<file path="config.mk">
export PLATFORM = sky130hd
export DESIGN_NAME = matrix_rx_loader_flat
export DESIGN_NICKNAME = d
export VERILOG_FILES = /design/src/rtl/matrix_rx_loader_if.sv /design/src/rtl/matrix_rx_loader.sv /design/src/flat_wrapper.sv
export SDC_FILE = /design/constraint.sdc
export NUM_CORES = 1
export LEC_CHECK = 0
export BUFFER_PORTS_ARGS = -buffer_cell sky130_fd_sc_hd__buf_2
export CAP_MARGIN = 5
export CORE_MARGIN = 3
export CORE_UTILIZATION = 25
export CTS_CLUSTER_DIAMETER = 60
export DETAILED_ROUTE_END_ITERATION = 12
export SLEW_MARGIN = 10
export SYNTH_ARGS = -nofsm -noshare
export SYNTH_HDL_FRONTEND = slang
export SYNTH_SLANG_ARGS = --single-unit
</file>
<file path="constraint.sdc">
create_clock -name clk -period 3.1 [get_ports clk]
set_input_delay 0.93 -clock clk [delete_from_list [all_inputs] [get_ports clk]]
set_output_delay 0.93 -clock clk [all_outputs]
set_load 0.05 [all_outputs]
</file>
<file path="src/rtl/matrix_rx_loader_if.sv">
// matrix_rx_loader_if: byte-stream input and matrix-buffer write port of the loader
interface matrix_rx_loader_if #(
    parameter int MAX_N      = 4,
    parameter int ELEM_BYTES = 1
);
    localparam int AW = (MAX_N * MAX_N > 2) ? $clog2(MAX_N * MAX_N) : 1;
    localparam int EW = 8 * ELEM_BYTES;
    logic          clear;
    logic [7:0]    rx_data;
    logic          rx_valid;
    logic [3:0]    mat_n;
    logic          a_we;
    logic          b_we;
    logic [AW-1:0] wr_addr;
    logic [EW-1:0] wr_data;
    logic          busy;
    logic          load_done;
    logic          size_err;
    logic          timeout_err;
    modport master (
        output clear, rx_data, rx_valid,
        input  mat_n, a_we, b_we, wr_addr, wr_data, busy, load_done, size_err, timeout_err
    );
    modport slave (
        input  clear, rx_data, rx_valid,
        output mat_n, a_we, b_we, wr_addr, wr_data, busy, load_done, size_err, timeout_err
    );
endinterface

</file>
<file path="src/rtl/matrix_rx_loader.sv">
// matrix_rx_loader: parses a size byte then two square matrices from a UART byte stream into A/B buffer writes
module matrix_rx_loader #(
    parameter int MAX_N       = 4,
    parameter int ELEM_BYTES  = 1,
    parameter int TIMEOUT_CYC = 2_000_000
) (
    input logic clk,
    input logic rst,
    matrix_rx_loader_if.slave bus
);
    localparam int AW = (MAX_N * MAX_N > 2) ? $clog2(MAX_N * MAX_N) : 1;
    localparam int EW = 8 * ELEM_BYTES;
    localparam int TW = (TIMEOUT_CYC > 1) ? $clog2(TIMEOUT_CYC + 1) : 1;
    localparam logic [TW-1:0] TMO_LAST = TW'((TIMEOUT_CYC > 0) ? TIMEOUT_CYC - 1 : 0);
    localparam logic [1:0] LAST_B = 2'(ELEM_BYTES - 1);

    typedef enum logic [2:0] {IDLE, LOAD_A, LOAD_B, DONE, ERR} state_t;

    state_t        state_q, state_d;
    logic [3:0]    mat_n_q, mat_n_d;
    logic [3:0]    row_q, row_d;
    logic [3:0]    col_q, col_d;
    logic [1:0]    byte_q, byte_d;
    logic [EW-1:0] asm_q, asm_d;
    logic [TW-1:0] tmo_q, tmo_d;
    logic          a_we_q, a_we_d;
    logic          b_we_q, b_we_d;
    logic [AW-1:0] addr_q, addr_d;
    logic [EW-1:0] data_q, data_d;
    logic          size_err_q, size_err_d;
    logic          tmo_err_q, tmo_err_d;
    logic [EW-1:0] asm_nx;
    logic          col_end;
    logic          mat_end;

    // Next-state logic: size parse, little-endian element assembly, row-major addressing, timeout, clear override
    always_comb begin
        state_d    = state_q;
        mat_n_d    = mat_n_q;
        row_d      = row_q;
        col_d      = col_q;
        byte_d     = byte_q;
        asm_d      = asm_q;
        tmo_d      = tmo_q;
        a_we_d     = 1'b0;
        b_we_d     = 1'b0;
        addr_d     = addr_q;
        data_d     = data_q;
        size_err_d = size_err_q;
        tmo_err_d  = tmo_err_q;
        asm_nx     = asm_q | (EW'(bus.rx_data) << (8 * byte_q));
        col_end    = col_q == mat_n_q - 4'd1;
        mat_end    = col_end && (row_q == mat_n_q - 4'd1);
        case (state_q)
            IDLE: begin
                if (bus.rx_valid) begin
                    if (bus.rx_data != 8'd0 && bus.rx_data <= 8'(MAX_N)) begin
                        mat_n_d = bus.rx_data[3:0];
                        state_d = LOAD_A;
                        tmo_d   = '0;
                        row_d   = '0;
                        col_d   = '0;
                        byte_d  = '0;
                        asm_d   = '0;
                    end else begin
                        size_err_d = 1'b1;
                        state_d    = ERR;
                    end
                end
            end
            LOAD_A, LOAD_B: begin
                if (bus.rx_valid) begin
                    tmo_d = '0;
                    if (byte_q == LAST_B) begin
                        a_we_d = state_q == LOAD_A;
                        b_we_d = state_q == LOAD_B;
                        addr_d = AW'(int'(row_q) * MAX_N + int'(col_q));
                        data_d = asm_nx;
                        asm_d  = '0;
                        byte_d = '0;
                        col_d  = col_end ? 4'd0 : col_q + 4'd1;
                        row_d  = col_end ? row_q + 4'd1 : row_q;
                        if (mat_end) begin
                            row_d   = '0;
                            col_d   = '0;
                            state_d = (state_q == LOAD_A) ? LOAD_B : DONE;
                        end
                    end else begin
                        asm_d  = asm_nx;
                        byte_d = byte_q + 2'd1;
                    end
                end else if (TIMEOUT_CYC != 0 && tmo_q == TMO_LAST) begin
                    tmo_err_d = 1'b1;
                    state_d   = ERR;
                    asm_d     = '0;
                    byte_d    = '0;
                end else begin
                    tmo_d = tmo_q + 1'b1;
                end
            end
            default: ;
        endcase
        if (bus.clear) begin
            state_d    = IDLE;
            mat_n_d    = '0;
            row_d      = '0;
            col_d      = '0;
            byte_d     = '0;
            asm_d      = '0;
            tmo_d      = '0;
            a_we_d     = 1'b0;
            b_we_d     = 1'b0;
            addr_d     = '0;
            data_d     = '0;
            size_err_d = 1'b0;
            tmo_err_d  = 1'b0;
        end
    end

    // State register with asynchronous reset
    always_ff @(posedge clk or posedge rst) begin
        if (rst) begin
            state_q    <= IDLE;
            mat_n_q    <= '0;
            row_q      <= '0;
            col_q      <= '0;
            byte_q     <= '0;
            asm_q      <= '0;
            tmo_q      <= '0;
            a_we_q     <= 1'b0;
            b_we_q     <= 1'b0;
            addr_q     <= '0;
            data_q     <= '0;
            size_err_q <= 1'b0;
            tmo_err_q  <= 1'b0;
        end else begin
            state_q    <= state_d;
            mat_n_q    <= mat_n_d;
            row_q      <= row_d;
            col_q      <= col_d;
            byte_q     <= byte_d;
            asm_q      <= asm_d;
            tmo_q      <= tmo_d;
            a_we_q     <= a_we_d;
            b_we_q     <= b_we_d;
            addr_q     <= addr_d;
            data_q     <= data_d;
            size_err_q <= size_err_d;
            tmo_err_q  <= tmo_err_d;
        end
    end

    assign bus.mat_n       = mat_n_q;
    assign bus.a_we        = a_we_q;
    assign bus.b_we        = b_we_q;
    assign bus.wr_addr     = addr_q;
    assign bus.wr_data     = data_q;
    assign bus.busy        = state_q == LOAD_A || state_q == LOAD_B;
    assign bus.load_done   = state_q == DONE;
    assign bus.size_err    = size_err_q;
    assign bus.timeout_err = tmo_err_q;
endmodule

</file>
<file path="src/flat_wrapper.sv">
// flat-port wrapper written by rule: the top's interface ports become plain ports
module matrix_rx_loader_flat 
#(
    parameter int MAX_N       = 4,
    parameter int ELEM_BYTES  = 1,
    parameter int TIMEOUT_CYC = 2_000_000
)
  (clk, rst, bus_clear, bus_rx_data, bus_rx_valid, bus_mat_n, bus_a_we, bus_b_we, bus_wr_addr, bus_wr_data, bus_busy, bus_load_done, bus_size_err, bus_timeout_err);
  matrix_rx_loader_if #(.MAX_N(MAX_N), .ELEM_BYTES(ELEM_BYTES)) bus_i ();
  input logic clk;
  input logic rst;
  input wire logic [$bits(bus_i.clear)-1:0] bus_clear;
  input wire logic [$bits(bus_i.rx_data)-1:0] bus_rx_data;
  input wire logic [$bits(bus_i.rx_valid)-1:0] bus_rx_valid;
  output wire logic [$bits(bus_i.mat_n)-1:0] bus_mat_n;
  output wire logic [$bits(bus_i.a_we)-1:0] bus_a_we;
  output wire logic [$bits(bus_i.b_we)-1:0] bus_b_we;
  output wire logic [$bits(bus_i.wr_addr)-1:0] bus_wr_addr;
  output wire logic [$bits(bus_i.wr_data)-1:0] bus_wr_data;
  output wire logic [$bits(bus_i.busy)-1:0] bus_busy;
  output wire logic [$bits(bus_i.load_done)-1:0] bus_load_done;
  output wire logic [$bits(bus_i.size_err)-1:0] bus_size_err;
  output wire logic [$bits(bus_i.timeout_err)-1:0] bus_timeout_err;
  assign bus_i.clear = bus_clear;
  assign bus_i.rx_data = bus_rx_data;
  assign bus_i.rx_valid = bus_rx_valid;
  assign bus_mat_n = bus_i.mat_n;
  assign bus_a_we = bus_i.a_we;
  assign bus_b_we = bus_i.b_we;
  assign bus_wr_addr = bus_i.wr_addr;
  assign bus_wr_data = bus_i.wr_data;
  assign bus_busy = bus_i.busy;
  assign bus_load_done = bus_i.load_done;
  assign bus_size_err = bus_i.size_err;
  assign bus_timeout_err = bus_i.timeout_err;
  matrix_rx_loader #(.MAX_N(MAX_N), .ELEM_BYTES(ELEM_BYTES), .TIMEOUT_CYC(TIMEOUT_CYC)) u_core (.clk(clk), .rst(rst), .bus(bus_i));
endmodule
</file>
Word level (Yosys, flattened, before mapping):

Index checks and enable logic that the tools add are counted.

* register bits after elaboration: 62
* logic and storage cells: 133
* output and inout port bits: 22

* order comparisons: 1
* muxes and demuxes: 71
* bitwise gates (word level): 1
* shifts and indexed selects: 1
* eq/ne operators: 17
* $add $sub $neg: 6
* reduce and logical (&&, ||, !) cells: 23

Operators with widths (count)
* 21-bit 2-to-1 mux: 5
* 4-bit 2-to-1 mux: 20
* 8-bit 2-to-1 mux: 10
* 21-bit case mux with 2 select lines: 1
* 21-bit by 1-bit adder with 21-bit output (second input constant): 1
* 21-bit equality test (second input constant): 1
* 3-bit 2-to-1 mux: 7
* 1-bit 2-to-1 mux: 17
* 4-bit case mux with 2 select lines: 2
* 8-bit case mux with 2 select lines: 1
* 2-bit 2-to-1 mux: 6
* 4-bit by 3-bit inequality test with 1-bit output (second input constant): 3
* 3-bit AND reduction: 4
* 2-bit nonzero test: 6
* 5-bit AND reduction: 2
* 4-bit by 1-bit adder with 4-bit output (second input constant): 2
* 4-bit equality test: 2
* 8-bit by 3-bit less-or-equal comparator with 1-bit output (second input constant): 1
* 8-bit bitwise OR: 1
* 4-bit AND reduction: 2
* 8-bit nonzero test: 1
* 8-bit by 5-bit left shift with 8-bit output: 1
* 3-bit by 2-bit equality test with 1-bit output (second input constant): 2
* 3-bit by 2-bit inequality test with 1-bit output (second input constant): 2
* other kinds (17): 20

Depth between registers and ports, before layout:

* depth in word-level cells: 8
* depth in mapped cells: 8
* gate-level depth less buffers: 7

Least setup slack after synthesis:

OpenSTA, ideal clock, no wires.

* kind: flip-flop to flip-flop
* start: reg u_core.state_q[1]
* end: reg u_core.tmo_q[0]
* data required time: 2.975 ns
* setup time: 0.125 ns
* stages on the path, launching flop included: 8
* clock period less this slack: 2.457 ns
* slack: 0.643 ns
* arrival time: 2.332 ns
* cell sequence: dfrtp_1 > buf_4 > xnor2_1 > nor2_1 > nor3_2 > buf_6 > or2_1 > mux2_2

* word-level cells in the longest chain between the ends: 4

Ends and longest elaborated chain
* start: declaration: RTL line matrix_rx_loader.sv:19 `state_t state_q, state_d;`
* start signal: assignment: RTL line matrix_rx_loader.sv:137 `state_q <= state_d;`
* 3-bit by 2-bit equality test with 1-bit output or 3-bit by 1-bit equality test with 1-bit output (tied branches): RTL line matrix_rx_loader.sv:54 `case (state_q)`
* 2-bit OR reduction: RTL line matrix_rx_loader.sv:54
* 4-bit inequality test (no source line), or another cell as far along
* 4-bit AND reduction (no source line) or 21-bit 2-to-1 mux (tied branches)
* end signal: assignment: RTL line matrix_rx_loader.sv:143 `tmo_q <= tmo_d;`
* end: declaration: RTL line matrix_rx_loader.sv:25 `logic [TW-1:0] tmo_q, tmo_d;`

Parallel ways exist; a longest one is shown, timed or not.
A chain may end at the register's enable or synchronous reset.

Final worst setup path:

* start: reg u_core.state_q[1]
* end: out bus_busy

* word-level cells in the longest chain between the ends: 2

Ends and longest elaborated chain
* 3-bit by 1-bit equality test with 1-bit output or 3-bit by 2-bit equality test with 1-bit output (tied branches): RTL line matrix_rx_loader.sv:158 `assign bus.busy = state_q == LOAD_A || state_q == LOAD_B;`
* 1-bit logical OR *: RTL line matrix_rx_loader.sv:158
* end: declaration: RTL line flat_wrapper.sv:20 `output wire logic [$bits(bus_i.busy)-1:0] bus_busy;`

Every way passes the cells marked *; elsewhere a longest branch is shown, timed or not.

==> impl_results.md <==
- Status: finished, final reports clean
- Gr usage total: 11.72%
- Die Wd: 123.3 um
- Fmax: 365.4 MHz
- RD Place Congestion: 0.8386
- Sw Pwr: 433.5 uW
- Wire per inst: 14.73 um
- I/O pin count: 34
- Residual DRC: 0
- Setup slack after layout: 0.3635 ns
- Clock Sinks: 62
- Switching part of the total: 22.62%
- Crit share post-route: 88.27%
- WP data arrival: 1.81 ns
- First-pass GRT wire length: 13,950 um
- Clock Latency Late Sink: 0.33 ns
- Vias: 2,873
- Post-route cell area: 0.004096 mm^2
- Fin util: 30.69%
- CTS hold repair buffers: 0
- VDD IR-drop max: 0.2668 mV
- Initial Util: 25.77%
- RSZ-0062 raised after global routing: no
- CP Data Required Time: 2.17 ns
- Layout area overhead: 19.10%
- Flop pwr share: 43.1%
- Critical path capture point type: primary output
- Grt total ovfl: 0
- Initial DRC count: 174
- CTS tree: done
- Combinational fraction of design power: 5.1%
- Clock skew: 0.006837 ns
- Slew Limit Fails: 0
- EDFF count, synth: 0
- Proportion of layout cells with a drive suffix above 1: 17.87%
- CTS buffer count: 9
- Critical Path Source Type: flip-flop
- Int Pwr: 1.483 mW
- CTS Buffer Depth: 2
- Post_cts resized: 0
- Post-layout net count: 418
- Worst-path clk slew: 0.05 ns
- Post-DRT Antenna Nets: 0
- Worst rel slew slack: 39.84%
- Tmin final: 2.736 ns
- Root Driver: clkbuf_16
- Num rows: 42
- Setup Slack @ Placement: -0.03491 ns
- Yosys cell types: 53
- WS Path Type: flip-flop to primary output
- Mapped cell area: 0.003440 mm^2
- Register area: 0.001551 mm^2
- Post-synth ARST share: 100.0%
- Post-synthesis register bit count: 62
- Via density: 4.962
- Sequential area share after synthesis: 45.11%
- Total of max-cap violations: 0
- CTS H-tree lvls: 3
- Fill cell count: 1,423
- Total number of yosys warnings: 0
- # diodes: 0
- Mapped Nets: 382
- Cell count after synthesis: 363
- Area of the core: 0.01335 mm^2
- Crit-path max FO: 10
- Setup bufs post-CTS: 0
- Hold Fails Final Rpt: 0
- Slew @ Worst Pin: 0.8975 ns
- P_leak: 1.721 nW
- Largest net degree at the start of global routing: 63
- DIE AREA: 0.01520 mm^2
- Placed cell area: 0.003800 mm^2
- Clock share of power: 51.8%
- Ys flop type: dfrtp_1
- Area used by multi-input combinational logic: 0.001768 mm^2
- Vias in the first global route: 2,699
- Class of the worst hold path: flip-flop to flip-flop
- Final wirelength: 8527 um
- Initial antenna violation count: 0
- First-pass iteration count of the detailed router: 4
- Port bufs: 33
- Final HPWL DP: 6059 um
- Chip Height: 123.3 um
- Syn avg cell area: 9.475 um^2
- # setup viols final: 0
- Pwr dens: 467.8 mW/mm^2
-- through the flow --
step	total power, mW	hold WS [ns]	cells	setup TNS, ns
3_5_place_dp	0.9385	0.4709	564	-0.2029
3_3_place_gp	0.9359	0.4619	564	0
6_report	1.916	0.4776	579	0
2_1_floorplan	0.9050	0.4633	363	0
4_1_cts	1.941	0.4834	579	0
5_1_grt	1.986	0.5002	579	0
-- worst max-delay path, cell delays in order (launching register included) --
cell	delay, ns
dfrtp_1	0.59
xnor2_1	0.17
nor2_1	0.36
buf_2	0.35
-- cell usage in the layout (no fill, tap or decap), types with 2 or more instances in the layout --
cell type   n
nor2b_1     2
o31ai_1     7
clkinv_2    2
o211ai_1    9
a21oi_1    36
ha_1        7
nand2_1    32
nand4b_1    2
nor2_1     41
dfrtp_1    62
nand3b_1    4
mux2_2      2
or2_2       3
or3_1       5
xnor2_1     7
and3_1      3
buf_2      33
nor3b_1     2
a31oi_1     3
buf_4       8
nor3_2      2
or2_1       2
and2_1      2
mux2i_1     7
inv_1      10
nor4b_1     2
xor3_1      2
nand4_1     6
or4_1      10
a22o_1      3
a21o_1      2
nand3_1    17
xnor3_1     2
nor4_2      3
clkbuf_16   9
o21ai_0    16
a211oi_1    7
nor3_1     10
-- flip-flops by register name, indices dropped and copies added, names as in the netlist --
signal and count:
u_core.tmo_q 21, u_core.asm_q 8, u_core.bus.wr_data 8, u_core.bus.mat_n 4
u_core.bus.wr_addr 4, u_core.col_q 4, u_core.row_q 4, u_core.state_q 3
u_core.byte_q 2, u_core.bus.a_we 1, u_core.bus.b_we 1, u_core.bus.size_err 1
u_core.bus.timeout_err 1
-- synthesized netlist by cell type, types with 4 or more instances --
library cell,count,share of area (%)
o31ai_1,7,1.5
a211oi_1,7,1.5
o21ai_0,16,2.3
nand3b_1,4,0.87
dfrtp_1,62,45
a21oi_1,36,5.2
o211ai_1,9,2.0
nand2_1,32,3.5
nand4_1,6,1.1
or4_1,10,2.2
or3_1,5,0.91
ha_1,7,2.5
nor2_1,41,4.5
mux2i_1,7,2.0
inv_1,11,1.2
nand3_1,17,2.5
xnor2_1,7,1.8
buf_2,5,0.73
clkbuf_1,7,0.76
nor3_1,10,1.5
-- power groups by stage --
stage	logic [mW]	registers, mW	clock network (mW)
global route	0.110	0.826	1.05
detailed placement	0.0989	0.840	0
global placement	0.0968	0.839	0
floorplan	0.0666	0.838	0
finish	0.0986	0.826	0.992
CTS	0.0993	0.825	1.02
-- metal layers --
| metal | GRT usage (%) | up-vias | share of wire [%] |
|---|---|---|---|
| met5 | 0 | - | 0 |
| met4 | 3.875 | 0 | 1.5 |
| met3 | 3.156 | 12 | 4.4 |
| met2 | 16.51 | 55 | 44 |
| met1 | 17.25 | 1410 | 50 |
| li1 | - | 1396 | - |
-- logic make-up after synthesis --
family / synth area share, %
fa+ha+maj: 2.546
xor+xnor: 5.202
mux: 2.692
simple gates: 24.19
buf+inv: 3.674
compound gates: 16.59
flops: 45.11
-- layout make-up --
type / count / share of cell area (%)
tap: 176 / 5.376
clock inverter: 4 / 1.161
sequential: 62 / 37.87
inverter: 11 / 1.008
timing repair buffer: 41 / 5.498
clock buffer: 11 / 5.925
multi-input combinational: 274 / 43.16
-- path summary, 6_finish.rpt --
check	from	to	slack [ns]	cells past startpoint
max in group asynchronous	rst	u_core.asm_q[5]$_DFFE_PP0P_	1.75	3
hold reg to reg	u_core.bus.wr_data[7]$_DFFE_PP0P_	u_core.bus.wr_data[7]$_DFFE_PP0P_	0.48	2
setup reg to reg	u_core.state_q[1]$_DFFE_PP0P_	u_core.tmo_q[10]$_DFFE_PP0P_	0.63	6
setup / recovery	u_core.state_q[1]$_DFFE_PP0P_	bus_busy	0.36	3
min in group asynchronous	rst	u_core.bus.a_we$_DFF_PP0_	0.82	3
hold / removal	u_core.bus.wr_data[7]$_DFFE_PP0P_	u_core.bus.wr_data[7]$_DFFE_PP0P_	0.48	2
(Power assumes the default switching activity.)
